--- src/rtl/keypad_entry_buffer_if.sv ---
// Key-event and display/entry signals between keypad_entry_buffer and its neighbours.
// The master drives key events; the slave (the entry buffer) drives the display and entry results.
interface keypad_entry_buffer_if #(
  parameter int NUM_DIGITS = 3
);
  localparam int CNT_W = $clog2(NUM_DIGITS + 1);

  logic [3:0]              key_code;
  logic                    key_valid;
  logic [3:0]              digit_val;
  logic [NUM_DIGITS-1:0]   an;
  logic                    blank;
  logic [CNT_W-1:0]        digit_count;
  logic [4*NUM_DIGITS-1:0] entry_value;
  logic                    entry_valid;

  modport master (
    output key_code, key_valid,
    input  digit_val, an, blank, digit_count, entry_value, entry_valid
  );

  modport slave (
    input  key_code, key_valid,
    output digit_val, an, blank, digit_count, entry_value, entry_valid
  );
endinterface

--- src/rtl/keypad_entry_buffer.sv ---
// Assembles keypad digits into a BCD entry, commits it on '#', and scans the digits onto a 7-seg bus.
// Optional macro KEY_ENTRY_BLANK_EN blanks the positions that hold no entered digit.
module keypad_entry_buffer #(
  parameter int NUM_DIGITS = 3,
  parameter int SCAN_DIV   = 27000
) (
  input  logic               clk,
  input  logic               n_reset,
  keypad_entry_buffer_if.slave bus
);

  localparam int CNT_W  = $clog2(NUM_DIGITS + 1);
  localparam int IDX_W  = $clog2(NUM_DIGITS);
  localparam int SCAN_W = (SCAN_DIV > 1) ? $clog2(SCAN_DIV) : 1;
  localparam int BUF_W  = 4 * NUM_DIGITS;

  typedef enum logic [1:0] {
    EMPTY = 2'd0,
    ENTRY = 2'd1,
    FULL  = 2'd2,
    DONE  = 2'd3
  } state_e;

  state_e              state_q, state_d;
  logic [BUF_W-1:0]    buffer_q, buffer_d;
  logic [CNT_W-1:0]    count_q, count_d;
  logic [BUF_W-1:0]    entry_value_q, entry_value_d;
  logic                entry_valid_q, entry_valid_d;
  logic [SCAN_W-1:0]   scan_cnt_q, scan_cnt_d;
  logic [IDX_W-1:0]    idx_q, idx_d;
  logic [NUM_DIGITS-1:0] an_q, an_d;
  logic [3:0]          digit_val_q, digit_val_d;
  logic                blank_q, blank_d;

  logic is_digit_s, is_star_s, is_hash_s;

  assign is_digit_s = (bus.key_code <= 4'd9);
  assign is_star_s  = (bus.key_code == 4'hE);
  assign is_hash_s  = (bus.key_code == 4'hF);

  // Entry FSM: digit shifting, clear, and commit of the buffer.
  always_comb begin
    state_d       = state_q;
    buffer_d      = buffer_q;
    count_d       = count_q;
    entry_value_d = entry_value_q;
    entry_valid_d = 1'b0;
    if (bus.key_valid) begin
      if (is_star_s) begin
        buffer_d = '0;
        count_d  = '0;
        state_d  = EMPTY;
      end else if (is_digit_s) begin
        case (state_q)
          EMPTY, ENTRY: begin
            buffer_d = {buffer_q[BUF_W-5:0], bus.key_code};
            count_d  = count_q + CNT_W'(1);
            state_d  = (count_q == CNT_W'(NUM_DIGITS - 1)) ? FULL : ENTRY;
          end
          FULL: begin
            state_d = FULL;
          end
          DONE: begin
            buffer_d = {{(BUF_W-4){1'b0}}, bus.key_code};
            count_d  = CNT_W'(1);
            state_d  = ENTRY;
          end
          default: begin
            state_d = EMPTY;
          end
        endcase
      end else if (is_hash_s) begin
        case (state_q)
          ENTRY, FULL: begin
            entry_value_d = buffer_q;
            entry_valid_d = 1'b1;
            state_d       = DONE;
          end
          default: begin
            state_d = state_q;
          end
        endcase
      end else begin
        state_d = state_q;
      end
    end else begin
      state_d = state_q;
    end
  end

  // Display scan; outputs are derived from next-state so the registers track the current buffer.
  always_comb begin
    if (scan_cnt_q == SCAN_W'(SCAN_DIV - 1)) begin
      scan_cnt_d = '0;
      idx_d      = (idx_q == IDX_W'(NUM_DIGITS - 1)) ? '0 : idx_q + IDX_W'(1);
    end else begin
      scan_cnt_d = scan_cnt_q + SCAN_W'(1);
      idx_d      = idx_q;
    end
    an_d        = ~({{(NUM_DIGITS-1){1'b0}}, 1'b1} << idx_d);
    digit_val_d = buffer_d[{idx_d, 2'b00} +: 4];
`ifdef KEY_ENTRY_BLANK_EN
    blank_d = (CNT_W'(idx_d) >= count_d) && !((idx_d == '0) && (count_d == '0));
`else
    blank_d = 1'b0;
`endif
  end

  // State and output registers with synchronous active-low reset.
  always_ff @(posedge clk) begin
    if (!n_reset) begin
      state_q       <= EMPTY;
      buffer_q      <= '0;
      count_q       <= '0;
      entry_value_q <= '0;
      entry_valid_q <= 1'b0;
      scan_cnt_q    <= '0;
      idx_q         <= '0;
      an_q          <= {{(NUM_DIGITS-1){1'b1}}, 1'b0};
      digit_val_q   <= 4'd0;
      blank_q       <= 1'b0;
    end else begin
      state_q       <= state_d;
      buffer_q      <= buffer_d;
      count_q       <= count_d;
      entry_value_q <= entry_value_d;
      entry_valid_q <= entry_valid_d;
      scan_cnt_q    <= scan_cnt_d;
      idx_q         <= idx_d;
      an_q          <= an_d;
      digit_val_q   <= digit_val_d;
      blank_q       <= blank_d;
    end
  end

  assign bus.digit_val   = digit_val_q;
  assign bus.an          = an_q;
  assign bus.blank       = blank_q;
  assign bus.digit_count = count_q;
  assign bus.entry_value = entry_value_q;
  assign bus.entry_valid = entry_valid_q;

endmodule
--- src/flat_wrapper.sv ---
// flat-port wrapper written by rule: the top's interface ports become plain ports
module keypad_entry_buffer_flat 
#(
  parameter int NUM_DIGITS = 3,
  parameter int SCAN_DIV   = 27000
)
  (clk, n_reset, bus_key_code, bus_key_valid, bus_digit_val, bus_an, bus_blank, bus_digit_count, bus_entry_value, bus_entry_valid);
  keypad_entry_buffer_if #(.NUM_DIGITS(NUM_DIGITS)) bus_i ();
  input  logic clk;
  input  logic n_reset;
  input wire logic [$bits(bus_i.key_code)-1:0] bus_key_code;
  input wire logic [$bits(bus_i.key_valid)-1:0] bus_key_valid;
  output wire logic [$bits(bus_i.digit_val)-1:0] bus_digit_val;
  output wire logic [$bits(bus_i.an)-1:0] bus_an;
  output wire logic [$bits(bus_i.blank)-1:0] bus_blank;
  output wire logic [$bits(bus_i.digit_count)-1:0] bus_digit_count;
  output wire logic [$bits(bus_i.entry_value)-1:0] bus_entry_value;
  output wire logic [$bits(bus_i.entry_valid)-1:0] bus_entry_valid;
  assign bus_i.key_code = bus_key_code;
  assign bus_i.key_valid = bus_key_valid;
  assign bus_digit_val = bus_i.digit_val;
  assign bus_an = bus_i.an;
  assign bus_blank = bus_i.blank;
  assign bus_digit_count = bus_i.digit_count;
  assign bus_entry_value = bus_i.entry_value;
  assign bus_entry_valid = bus_i.entry_valid;
  keypad_entry_buffer #(.NUM_DIGITS(NUM_DIGITS), .SCAN_DIV(SCAN_DIV)) u_core (.clk(clk), .n_reset(n_reset), .bus(bus_i));
endmodule
--- config.mk ---
export PLATFORM = sky130hd
export DESIGN_NAME = keypad_entry_buffer_flat
export DESIGN_NICKNAME = d
export VERILOG_FILES = /design/src/rtl/keypad_entry_buffer_if.sv /design/src/rtl/keypad_entry_buffer.sv /design/src/flat_wrapper.sv
export SDC_FILE = /design/constraint.sdc
export NUM_CORES = 1
export LEC_CHECK = 0
export BUFFER_PORTS_ARGS = -buffer_cell sky130_fd_sc_hd__buf_4
export CELL_PAD_IN_SITES_DETAIL_PLACEMENT = 0
export CELL_PAD_IN_SITES_GLOBAL_PLACEMENT = 1
export CORE_UTILIZATION = 39
export DETAILED_ROUTE_END_ITERATION = 8
export PLACE_DENSITY = 0.84
export SETUP_SLACK_MARGIN = 0.4
export SYNTH_ARGS = -nofsm -noshare
export SYNTH_HDL_FRONTEND = slang
export SYNTH_SLANG_ARGS = --single-unit
--- constraint.sdc ---
create_clock -name clk -period 1.85 [get_ports clk]
set_clock_uncertainty 0.05 [all_clocks]
set_input_delay 0.37 -clock clk [delete_from_list [all_inputs] [get_ports clk]]
set_output_delay 0.37 -clock clk [all_outputs]
set_load 0.005 [all_outputs]
## After elaboration in Yosys (flattened, before gate mapping)

Cells that the tools add are included.

- $add $sub $neg: 3
- $lt $le $gt $ge: 1
- Equal/unequal tests: 8
- Shift-type cells: 2
- Muxes and demuxes: 16
- Bitwise logic cells: 6
- Reductions and logical operators: 12

Operators with widths:

| operator | count |
|---|---|
| 12-bit 2-to-1 mux | 3 |
| 12-bit one-hot mux with 2 select lines | 1 |
| 2-bit 2-to-1 mux | 9 |
| 15-bit by 1-bit adder with 15-bit output, second input constant | 1 |
| 15-bit == test, second input constant | 1 |
| 12-bit by 5-bit indexed part select with 4-bit output | 1 |
| 3-bit nonzero test | 3 |
| 2-bit == test, second input constant | 4 |
| 4-bit == test, second input constant | 2 |
| 2-bit one-hot mux with 3 select lines | 1 |
| 3-bit AND reduction | 2 |
| 2-bit OR reduction | 3 |
| 1-bit inverter | 5 |
| 5-bit AND reduction | 1 |
| 5-bit OR reduction | 1 |
| 2-bit by 1-bit adder with 2-bit output, second input constant | 2 |
| 4-bit less-or-equal comparator, second input constant | 1 |
| 2-bit one-hot mux with 2 select lines | 1 |
| 3-bit inverter | 1 |
| 1-bit by 2-bit left shift with 3-bit output, first input constant | 1 |
| 2-bit by 1-bit == test with 1-bit output, second input constant | 1 |
| 2-bit zero test | 1 |
| 2-bit nonzero test | 1 |
| 1-bit 2-to-1 mux | 1 |

- Register bits: 53
- Bits of input ports: 7
- Output and inout port bits: 23
- Word-level logic and storage cells: 57

## Logic depth before layout (Yosys ltp)

- Depth in word-level cells: 7
- Depth in mapped cells: 8
- Mapped depth without buffers: 7

## Worst setup path before layout

OpenSTA, ideal clock, no wires.

- Path type: register -> register
- Start point: reg u_core.scan_cnt_q[0]
- End point: reg u_core.an_q[0] (netlist: u_core.bus.an[0])
- Setup time: 0.120 ns
- Data arrival time: 1.820 ns
- Data required time: 1.680 ns
- Path slack: -0.140 ns
- Cell stages (with the launch flop): 8
- Buffers on the path: 1
- Clock period less this slack: 1.990 ns
- Path through: dfxtp_1 > ha_1 > nand4_1 > or4_4 > buf_6 > and2_4 > o21a_1 > or2_1

- Word-level cells in the longest chain between the ends: 4

RTL lines:

| what | line | RTL |
|---|---|---|
| from (decl) | keypad_entry_buffer.sv:29 | `logic [SCAN_W-1:0] scan_cnt_q, scan_cnt_d;` |
| from (signal assigned) | keypad_entry_buffer.sv:128 | `scan_cnt_q <= scan_cnt_d;` |
| 15-bit == test | keypad_entry_buffer.sv:93 | `if (scan_cnt_q == SCAN_W'(SCAN_DIV - 1)) begin` |
| 2-bit 2-to-1 mux | keypad_entry_buffer.sv:93 |  |
| 1-bit by 2-bit left shift with 3-bit output | keypad_entry_buffer.sv:100 | `an_d = ~({{(NUM_DIGITS-1){1'b0}}, 1'b1} << idx_d);` |
| 3-bit inverter | keypad_entry_buffer.sv:100 |  |
| to (signal assigned) | keypad_entry_buffer.sv:119 | `an_q <= {{(NUM_DIGITS-1){1'b1}}, 1'b0};` |
| to (signal assigned) | keypad_entry_buffer.sv:130 | `an_q <= an_d;` |
| to (decl) | keypad_entry_buffer.sv:31 | `logic [NUM_DIGITS-1:0] an_q, an_d;` |

Every way passes these cells.
A chain may end at the register's enable or synchronous reset.

## Final worst setup path

- Start point: reg u_core.scan_cnt_q[7]
- End point: reg u_core.an_q[0] (netlist: u_core.bus.an[0])

Same word-level chain as after synthesis.

==> impl_metrics.tcl <==
set metrics [dict create \
    outcome "finished, violations left" \
    violations "setup timing" \
    num_vias 2253 \
    rsz0062_at_grt "yes" \
    drt-initial-drc-count 209 \
    path_buf_inv 0 \
    io_pins 30 \
    grt_pass1_vias 2118 \
    hp-class "primary input to flip-flop" \
    route.layer.met1.wl_um 2829 \
    dr_wl_met3_um 332 \
    port_buffers 28 \
    cpPeakStageDelay_ps 610 \
    ir_drop_uv 359.9 \
    firstDrtPassIters 4 \
    root_buffer "clkbuf_8" \
    insertedDiodeCount 0 \
    cts_tree "done" \
    final_net_count 364 \
    die_x_um 81.04 \
    ys.flop_type "dfxtp_1" \
    endpoint_kind "flip-flop" \
    critPathMaxFanout 6 \
    tns_ps -75.58 \
    cp.arrival_ps 2040 \
    grt_antenna_before_repair 0 \
    leakagePower_nw 1.385 \
    drc 0 \
    clkLatencyLatePin_ps 300 \
    drv_cap 0 \
    dp_hpwl_um 4263 \
    drtAntennaViolNets 0 \
    critPathKind "flip-flop to flip-flop" \
    routed_wirelength_um 6277 \
    wl_met2_um 3041 \
    yosysSeqAreaShare_pct 43.55 \
    fp.dieArea_mm2 0.006567 \
    core_area_mm2 0.005956 \
    layout_min_cycle_time_ps 1890 \
    r2r_slack_ps -40 \
    cts_buffers 5 \
    cp_top_family "simple AND/OR/NAND/NOR gates" \
    cpMaxStageDelayCell "or4_4" \
    htreeDepth 2 \
    clkTransAtPathRegs_ps 90 \
    syn_nets 282 \
    wl_per_cell_um 14.70 \
    cp_cell_sequence "nand4bb_4 > or4_4 > and2_4 > o21a_1 > or2_1" \
    globalRoute.totalOverflow 0 \
    power_density_mw_per_mm2 605.4 \
    row_count 28 \
    setup_viol 2 \
    syn_to_final_growth_pct 45.30 \
    highest_layer "met4" \
    ys_warn_count 0 \
    synth_cell_types 48 \
    critPathLaunchType "flip-flop" \
    grt_max_degree 25 \
    initial_core_util_pct 40.90 \
    grt_usage_pct 20.09 \
    viasPerCell 5.276 \
    synthArstFlopShare_pct 0 \
    required_ps 2000 \
    dieHeight_um 81.04 \
    hold_viol_final 0 \
    fin_ws_ps -40.20 \
    finalMaxSlewViolations 0 \
    synth_edf_count 0 \
    syn-cell-area_mm2 0.002436 \
    grt_pass1_wl_um 10130 \
    max-clock-path-buffers 2 \
    layout-drive-gt1-share_pct 41.48 \
    finalCritPeriodShare_pct 102.2 \
    syn_area_per_cell_um2 9.056 \
    cts_sinks 53 \
    ys_ff_latch 53 \
    syn_inst 269 \
    dpl_worst_slack_ps -85.17 \
    globalplace.congestion 0.8854 \
    max_freq_mhz 529.0 \
]
## logic make-up (layout without fill, tap and decap cells)
group | count (synthesis) | count (layout) | synth area share, %
simple gates | 106 | 106 | 24.50
compound gates | 55 | 55 | 13.87
flops | 53 | 53 | 43.55
buf+inv | 19 | 102 | 3.595
mux | 16 | 16 | 6.574
xor+xnor | 13 | 13 | 4.674
fa+ha+maj | 6 | 6 | 3.082
other cells | 1 | 1 | 0.1539
## what timing repair did
item,in CTS,in global routing
pin swaps,11,13
endpoints found under the setup margin,50,51
hold buffers,0,0
setup buffers,9,2
cloned,1,0
gates resized for setup,25,28
## power breakdown
group | switching [mW] | internal (mW) | total [mW]
clock network | 0.374 | 0.263 | 0.638
logic | 0.158 | 0.162 | 0.319
registers | 0.0214 | 1.16 | 1.19
## registers in the layout, indices dropped and copies added, names as in the netlist
name,cells
u_core.buffer_q,12
u_core.scan_cnt_q,15
u_core.bus.entry_value,12
u_core.bus.digit_val,4
u_core.bus.digit_count,2
u_core.bus.an,3
u_core.idx_q,2
u_core.state_q,2
u_core.bus.entry_valid,1
## synth_stat cells, types with 3 or more instances
master     n  area (um^2)
dfxtp_1   53         1061
nor2_1    39        146.4
mux2i_1   16        160.2
o21ai_0   16        80.08
a21oi_1   15        75.07
nand4_1   14        87.58
nand2_1   12        45.04
nand3_1    9        45.04
xor2_1     8        70.07
and2_1     6        37.54
clkbuf_1   6        22.52
ha_1       6        75.07
xnor2_1    5        43.79
a21o_1     4        30.03
buf_2      4        20.02
inv_1      4        15.01
nor3_1     4        20.02
o21a_1     4        30.03
o22ai_1    4        25.02
a221oi_1   3        26.28
## layout make-up
cell class / instances / area [um^2]
Tap cell: 75 / 93.84
Timing Repair Buffer: 88 / 757.0
Inverter: 6 / 30.03
Sequential cell: 53 / 1076
Fill cell: 529 / 2416
Clock buffer: 6 / 72.57
Clock inverter: 2 / 10.01
Multi-Input combinational cell: 197 / 1500
## cell usage in the layout (no fill, tap or decap), types with 3 or more instances in the layout
cell,instances
a21oi_1,7
a21o_1,4
buf_12,3
nand3_1,8
buf_6,11
nand4_1,14
xnor2_1,5
inv_1,3
dfxtp_2,6
nor2_1,36
ha_4,5
o21a_1,4
o22ai_1,4
nor3_1,3
xor2_1,8
dfxtp_1,45
buf_4,73
and2_1,5
nand2_2,4
nand2_1,8
clkbuf_8,5
mux2i_1,16
o21ai_1,7
o21ai_0,8
a21oi_2,8
## through the flow
step | instance area [um^2] | power [mW] | util [%] | hold WS [ps] | cells
floorplan | 2549 | 1.351 | - | 379.4 | 269
global placement | 3143 | 1.458 | 52.77 | 414.1 | 407
detailed placement | 3143 | 1.463 | 52.77 | 418.9 | 407
CTS | 3441 | 2.136 | 57.77 | 288.4 | 425
global route | 3540 | 2.235 | 59.43 | 305.9 | 427
finish | 3540 | 2.143 | 59.43 | 291.8 | 427
## worst paths after layout
| kind | startpoint | to | cells past startpoint |
|---|---|---|---|
| worst max-delay path | u_core.scan_cnt_q[7]$_SDFF_PP0_ | u_core.bus.an[0]$_SDFF_PN0_ | 5 |
| worst min-delay path | n_reset | u_core.bus.an[1]$_SDFF_PN1_ | 2 |
| worst max register to register | u_core.scan_cnt_q[7]$_SDFF_PP0_ | u_core.bus.an[0]$_SDFF_PN0_ | 5 |
| worst min register to register | u_core.bus.digit_count[1]$_SDFFE_PN0P_ | u_core.bus.digit_count[1]$_SDFFE_PN0P_ | 2 |
## metal layers
| layer | vias up | track usage (%) |
|---|---|---|
| li1 | 1119 | - |
| met1 | 1053 | 25.84 |
| met2 | 72 | 33.11 |
| met3 | 9 | 4.045 |
| met4 | 0 | 7.321 |
| met5 | - | 0 |
## worst reg2reg max path, cell delays in order (launching register included)
cell,delay (ps)
dfxtp_2,340
nand4bb_4,230
or4_4,610
and2_4,200
o21a_1,170
or2_1,200
(Power assumes the default switching activity.)
